<file path="config.mk">
export PLATFORM = sky130hd
export DESIGN_NAME = regfile_sb_flat
export DESIGN_NICKNAME = d
export VERILOG_FILES = /design/src/rtl/regfile_sb_pkg.sv /design/src/rtl/regfile_sb_if.sv /design/src/rtl/regfile_sb_onehot_dec.sv /design/src/rtl/regfile_sb.sv /design/src/flat_wrapper.sv
export SDC_FILE = /design/constraint.sdc
export NUM_CORES = 1
export LEC_CHECK = 0
export CAP_MARGIN = 15
export CORE_MARGIN = 3
export CORE_UTILIZATION = 30
export DETAILED_ROUTE_END_ITERATION = 6
export PLACE_DENSITY = 0.57
export SLEW_MARGIN = 20
export SYNTH_ARGS = -nofsm -noshare
export SYNTH_HDL_FRONTEND = slang
export SYNTH_HIERARCHICAL = 1
export SYNTH_SLANG_ARGS = --single-unit
export TNS_END_PERCENT = 10
</file>
<file path="constraint.sdc">
create_clock -name clk -period 10.8 [get_ports clk]
set_input_delay 1.08 -clock clk [delete_from_list [all_inputs] [get_ports clk]]
set_output_delay 1.08 -clock clk [all_outputs]
set_load 0.1 [all_outputs]
</file>
<file path="src/rtl/regfile_sb_pkg.sv">
// Shared defaults and helpers for the scoreboarded register file.
package regfile_pkg;

  localparam int DEF_DATA_W = 16;
  localparam int DEF_ADDR_W = 3;

  // True when addr names the hardwired-zero register and that feature is on.
  // Callers zero-extend their address to 32 bits.
  function automatic logic addr_is_zero(input logic [31:0] addr, input logic zero_reg);
    return zero_reg && (addr == 32'd0);
  endfunction

endpackage

</file>
<file path="src/rtl/regfile_sb_if.sv">
// Write, reserve and dual-read bus of the register file.
interface regfile_sb_if
  import regfile_pkg::*;
#(
  parameter int DATA_W = DEF_DATA_W,
  parameter int ADDR_W = DEF_ADDR_W
) ();

  logic              wen;
  logic [ADDR_W-1:0] w_addr;
  logic [DATA_W-1:0] din;
  logic              rsv_en;
  logic [ADDR_W-1:0] rsv_addr;
  logic [ADDR_W-1:0] a_addr;
  logic [ADDR_W-1:0] b_addr;
  logic [DATA_W-1:0] a_out;
  logic [DATA_W-1:0] b_out;
  logic              a_busy;
  logic              b_busy;

  modport master (
    output wen, w_addr, din, rsv_en, rsv_addr, a_addr, b_addr,
    input  a_out, b_out, a_busy, b_busy
  );

  modport slave (
    input  wen, w_addr, din, rsv_en, rsv_addr, a_addr, b_addr,
    output a_out, b_out, a_busy, b_busy
  );

endinterface

</file>
<file path="src/rtl/regfile_sb_onehot_dec.sv">
// Enable-gated binary to one-hot decoder; every address value decodes.
module onehot_dec #(
  parameter int ADDR_W = 3
) (
  input  logic                     en,
  input  logic [ADDR_W-1:0]        addr,
  output logic [(1<<ADDR_W)-1:0]   onehot
);

  // single hot bit at addr, all zero when disabled
  always_comb begin
    onehot       = '0;
    onehot[addr] = en;
  end

endmodule

</file>
<file path="src/rtl/regfile_sb.sv">
// Register file: 2 registered read ports, 1 write port with write-to-read
// bypass, and a per-register busy bit tracking outstanding producers.
module regfile_sb
  import regfile_pkg::*;
#(
  parameter int DATA_W   = DEF_DATA_W,
  parameter int ADDR_W   = DEF_ADDR_W,
  parameter int ZERO_REG = 0
) (
  input logic         clk,
  input logic         rst,
  regfile_sb_if.slave bus
);

  localparam int   DEPTH    = 1 << ADDR_W;
  localparam logic HAS_ZERO = (ZERO_REG != 0);

  logic                         wr_en;
  logic                         rsv_en;
  logic [DEPTH-1:0]             wr_sel;
  logic [DEPTH-1:0]             rsv_sel;
  logic [DEPTH-1:0]             busy_q;
  logic [DEPTH-1:0]             busy_nxt;
  logic [DEPTH-1:0][DATA_W-1:0] mem;
  logic                         byp_a;
  logic                         byp_b;

  // r0 traffic is dropped before decode when it is hardwired to zero, so the
  // bypass and busy paths below never see it.
  assign wr_en  = bus.wen    & ~addr_is_zero(32'(bus.w_addr),   HAS_ZERO);
  assign rsv_en = bus.rsv_en & ~addr_is_zero(32'(bus.rsv_addr), HAS_ZERO);

  onehot_dec #(.ADDR_W(ADDR_W)) u_wr_dec (
    .en     (wr_en),
    .addr   (bus.w_addr),
    .onehot (wr_sel)
  );

  onehot_dec #(.ADDR_W(ADDR_W)) u_rsv_dec (
    .en     (rsv_en),
    .addr   (bus.rsv_addr),
    .onehot (rsv_sel)
  );

  // Post-edge busy: a reservation beats a retiring write on the same register.
  assign busy_nxt = rsv_sel | (busy_q & ~wr_sel);

  for (genvar i = 0; i < DEPTH; i++) begin : g_reg
    if (HAS_ZERO && i == 0) begin : g_zero
      assign mem[i]    = '0;
      assign busy_q[i] = 1'b0;
    end else begin : g_store
      logic [DATA_W-1:0] data_q;
      logic              busy_r;

      // storage cell, loaded by its decoded write enable
      always_ff @(posedge clk or posedge rst) begin
        if (rst)            data_q <= '0;
        else if (wr_sel[i]) data_q <= bus.din;
      end

      // busy flag follows the combined reserve/retire result
      always_ff @(posedge clk or posedge rst) begin
        if (rst) busy_r <= 1'b0;
        else     busy_r <= busy_nxt[i];
      end

      assign mem[i]    = data_q;
      assign busy_q[i] = busy_r;
    end
  end

  // A write landing on the addressed register this edge is forwarded.
  assign byp_a = wr_sel[bus.a_addr];
  assign byp_b = wr_sel[bus.b_addr];

  // registered read ports; busy is always the post-edge value
  always_ff @(posedge clk or posedge rst) begin
    if (rst) begin
      bus.a_out  <= '0;
      bus.b_out  <= '0;
      bus.a_busy <= 1'b0;
      bus.b_busy <= 1'b0;
    end else begin
      bus.a_out  <= byp_a ? bus.din : mem[bus.a_addr];
      bus.b_out  <= byp_b ? bus.din : mem[bus.b_addr];
      bus.a_busy <= busy_nxt[bus.a_addr];
      bus.b_busy <= busy_nxt[bus.b_addr];
    end
  end

endmodule

</file>
<file path="src/flat_wrapper.sv">
// flat-port wrapper written by rule: the top's interface ports become plain ports
module regfile_sb_flat import regfile_pkg::*;
#(
  parameter int DATA_W   = DEF_DATA_W,
  parameter int ADDR_W   = DEF_ADDR_W,
  parameter int ZERO_REG = 0
)
  (clk, rst, bus_wen, bus_w_addr, bus_din, bus_rsv_en, bus_rsv_addr, bus_a_addr, bus_b_addr, bus_a_out, bus_b_out, bus_a_busy, bus_b_busy);
  regfile_sb_if #(.DATA_W(DATA_W), .ADDR_W(ADDR_W)) bus_i ();
  input logic clk;
  input logic rst;
  input wire logic [$bits(bus_i.wen)-1:0] bus_wen;
  input wire logic [$bits(bus_i.w_addr)-1:0] bus_w_addr;
  input wire logic [$bits(bus_i.din)-1:0] bus_din;
  input wire logic [$bits(bus_i.rsv_en)-1:0] bus_rsv_en;
  input wire logic [$bits(bus_i.rsv_addr)-1:0] bus_rsv_addr;
  input wire logic [$bits(bus_i.a_addr)-1:0] bus_a_addr;
  input wire logic [$bits(bus_i.b_addr)-1:0] bus_b_addr;
  output wire logic [$bits(bus_i.a_out)-1:0] bus_a_out;
  output wire logic [$bits(bus_i.b_out)-1:0] bus_b_out;
  output wire logic [$bits(bus_i.a_busy)-1:0] bus_a_busy;
  output wire logic [$bits(bus_i.b_busy)-1:0] bus_b_busy;
  assign bus_i.wen = bus_wen;
  assign bus_i.w_addr = bus_w_addr;
  assign bus_i.din = bus_din;
  assign bus_i.rsv_en = bus_rsv_en;
  assign bus_i.rsv_addr = bus_rsv_addr;
  assign bus_i.a_addr = bus_a_addr;
  assign bus_i.b_addr = bus_b_addr;
  assign bus_a_out = bus_i.a_out;
  assign bus_b_out = bus_i.b_out;
  assign bus_a_busy = bus_i.a_busy;
  assign bus_b_busy = bus_i.b_busy;
  regfile_sb #(.DATA_W(DATA_W), .ADDR_W(ADDR_W), .ZERO_REG(ZERO_REG)) u_core (.clk(clk), .rst(rst), .bus(bus_i));
endmodule
</file>
==> results.tsv <==
metric	value	unit
Sum Neg Setup Slack	0	ps
Fmax	0.274	GHz
power per cell area	222	mW/mm2
Post-DP Area	0.00954	mm2
fill count	2613	
crit share post-route	0.338	
sequential fraction of the synthesis area	0.491	
CTS Buf Count	17	
GRT overflow	0	
Core Region	0.0282	mm2
Die X	176	um
Mapped Area	0.00867	mm2
GRT Overall Usage	0.140	
Detailed Route Iter0 Violations	356	
HP Class	register to register	
post-placement setup slack	6710	ps
vias in the first global route	5564	
dpl cells	966	
area occupied by multi-input gates	0.00402	mm2
Switch Pwr	0.783	mW
clock sink count	170	
full die area	0.0310	mm2
MaxCap Viol Count	0	
Routed WL	20700	um
R2R setup slack	9480	ps
WL per Instance	20.8	um
Post-Syn Instances	569	
maximum fanout along the worst path	19	
Via-to-Cell Ratio	4.95	
Non-Filler Instances	999	
Synth area leaders	dfrtp_1 49%, mux4_2 19%, mux2_2 17%	
worst setup path end	u_core/bus.b_out[13]	
hold_buf cts	0	
maximum clock path buffer count	2	
max-slew violation count	0	
Post-CTS Setup Inserts	0	
Storage cell area	0.00425	mm2
Rel. slew slack	0.340	
Worst Skew	8.70	ps
RSZ-0062 raised after global routing	no	
worst reg2reg path depth	3	
first-pass iteration count of the detailed router	4	
setup ws final	7150	ps
Yosys top cell by area	dfrtp_1	
Die H	176	um
status	completed	
r2r startpoint	u_core/g_reg[6].g_store.data_q[8]	
post_cts resized	0	
Clock Root Buffer	clkbuf_16	
top cell type's share of synthesized area	0.491	
Syn. warnings	6	
Worst-path clk slew	60	ps
Internal	1.49	mW
largest net degree at the start of global routing	103	
Worst setup startpoint	bus_w_addr[1]	
switching portion of total power	0.345	
Nets	640	
worst path required time	11150	ps
worst hold slack	488	ps
post-synthesis sequential element count	170	
Port Buffers	65	
Ant. Diodes	0	
Least-Margin Pin Slew	986	ps
worst setup path class	input port to register	
DRC errors left	0	
Synth Net Count	601	
clk_lat worst skew	430	ps
Design Area, Final	0.0102	mm2
layout cells sized above 1	0.441	
Syn-to-layout area delta	17.7	%
Hold Vio Cnt, Final	0	
CP endpoint kind	register	
Clk pwr share	0.290	
Post-DP HPWL	12200	um
H-tree depth	4	
ANT nets after route	0	
Critical Path Source Type	input port	
Avg Cell Area, Syn	15.2	um2
R2R Path End	u_core/bus.b_out[8]	
Ports	66	
via count	4943	
global-route wire length before repair	32900	um
combinational power share	0.323	
leakage power	4.12	nW
GPL Wtd Cong	0.720	
Starting Density	0.308	
clock period minus final worst setup slack	3650	ps
Arr. time, crit path	4000	ps
VDD IR-drop max	0.102	mV
Reg power frac	0.387	
Netlist cell types	20	
TritonCTS clock tree	yes	
number of core rows	61	
antenna violations before repair	1	
Finish-stage setup viols	0	
## cells by family (layout without fill, tap and decap cells)
group	after synthesis	count (layout)	share of synthesized area
buf+inv	75	127	0.0465
mux	236	236	0.398
compound gates	40	40	0.0292
flops	170	170	0.491
simple gates	48	48	0.0358
## synthesized netlist by cell type, drive strengths merged
library cell / count
nor4b: 2
mux2i: 36
buf: 48
nor2: 32
inv: 17
dfrtp: 170
mux4: 72
mux2: 128
clkbuf: 10
and4bb: 6
a21oi: 40
and4b: 6
and4: 2
## power groups by stage
stage | clock (mW) | combinational [mW] | sequential (mW)
2_1_floorplan | 0 | 0.310 | 1.14
5_1_grt | 0.706 | 0.769 | 0.899
4_1_cts | 0.674 | 0.739 | 0.881
3_3_place_gp | 0 | 0.725 | 0.875
3_5_place_dp | 0 | 0.737 | 0.892
6_report | 0.658 | 0.732 | 0.879
## critical path, stage by stage
cell and delay (ps):
clkdlybuf4s50_1 620, and4b_2 530, mux4_2 590, mux2i_4 540, buf_4 410, nor2_1 90
a21oi_2 140
## sequential cells by signal, indices dropped and copies added, names as in the netlist
register,cells
u_core/bus.b_busy,1
u_core/bus.a_out,16
u_core/bus.a_busy,1
u_core/bus.b_out,16
u_core/g.g_store.data_q,128
u_core/g.g_store.busy_r,8
## area by class of cell
cell class              instances  share of cell area
repair buffers                 78              0.0733
multi-input cells             324               0.394
clock buffers                  22              0.0465
clock inverters                10              0.0161
inverters                      17             0.00675
flip-flops and latches        170               0.417
well taps                     378              0.0464
## metrics by stage
| step | total power [mW] | util |
|---|---|---|
| finish | 2.27 | 0.362 |
| global route | 2.37 | 0.362 |
| CTS | 2.29 | 0.361 |
| detailed placement | 1.63 | 0.339 |
| global placement | 1.60 | 0.339 |
| floorplan | 1.45 | - |
## worst min-delay path by stage
stage	from	to	slack [ps]	depth (start not counted)
floorplan	u_core/g_reg[4].g_store.busy_r	u_core/g_reg[4].g_store.busy_r	450	2
detailed placement	u_core/g_reg[4].g_store.busy_r	u_core/g_reg[4].g_store.busy_r	470	2
global route	u_core/g_reg[4].g_store.busy_r	u_core/g_reg[4].g_store.busy_r	520	2
finish	u_core/g_reg[4].g_store.busy_r	u_core/g_reg[4].g_store.busy_r	490	2
CTS	u_core/g_reg[4].g_store.busy_r	u_core/g_reg[4].g_store.busy_r	490	2
global placement	u_core/g_reg[4].g_store.busy_r	u_core/g_reg[4].g_store.busy_r	470	2
## per-layer routing
| layer | wire length [um] | vias up | GRT usage |
|---|---|---|---|
| met1 | 8720 | 2625 | 0.173 |
| met3 | 922 | 15 | 0.0329 |
| met4 | 218 | 2 | 0.0376 |
| li1 | - | 2191 | - |
| met2 | 10900 | 110 | 0.246 |
| met5 | 12 | - | 0 |
## placed cells by master (no fill, tap or decap)
master	n
nor2_1	32
inv_6	2
inv_1	16
a21oi_2	14
and4bb_2	2
clkbuf_1	2
clkbuf_16	17
clkbuf_8	3
and4_2	2
nor4b_2	1
clkdlybuf4s50_1	61
and4b_1	2
mux4_2	72
clkinvlp_4	1
clkinv_2	2
bufinv_16	4
buf_2	4
mux2_2	128
mux2i_4	2
nor4b_4	1
and4b_2	4
buf_16	1
mux2i_1	34
dfrtp_1	170
clkinv_4	2
a21oi_1	26
and4bb_1	4
buf_4	12
(Power assumes the default switching activity.)
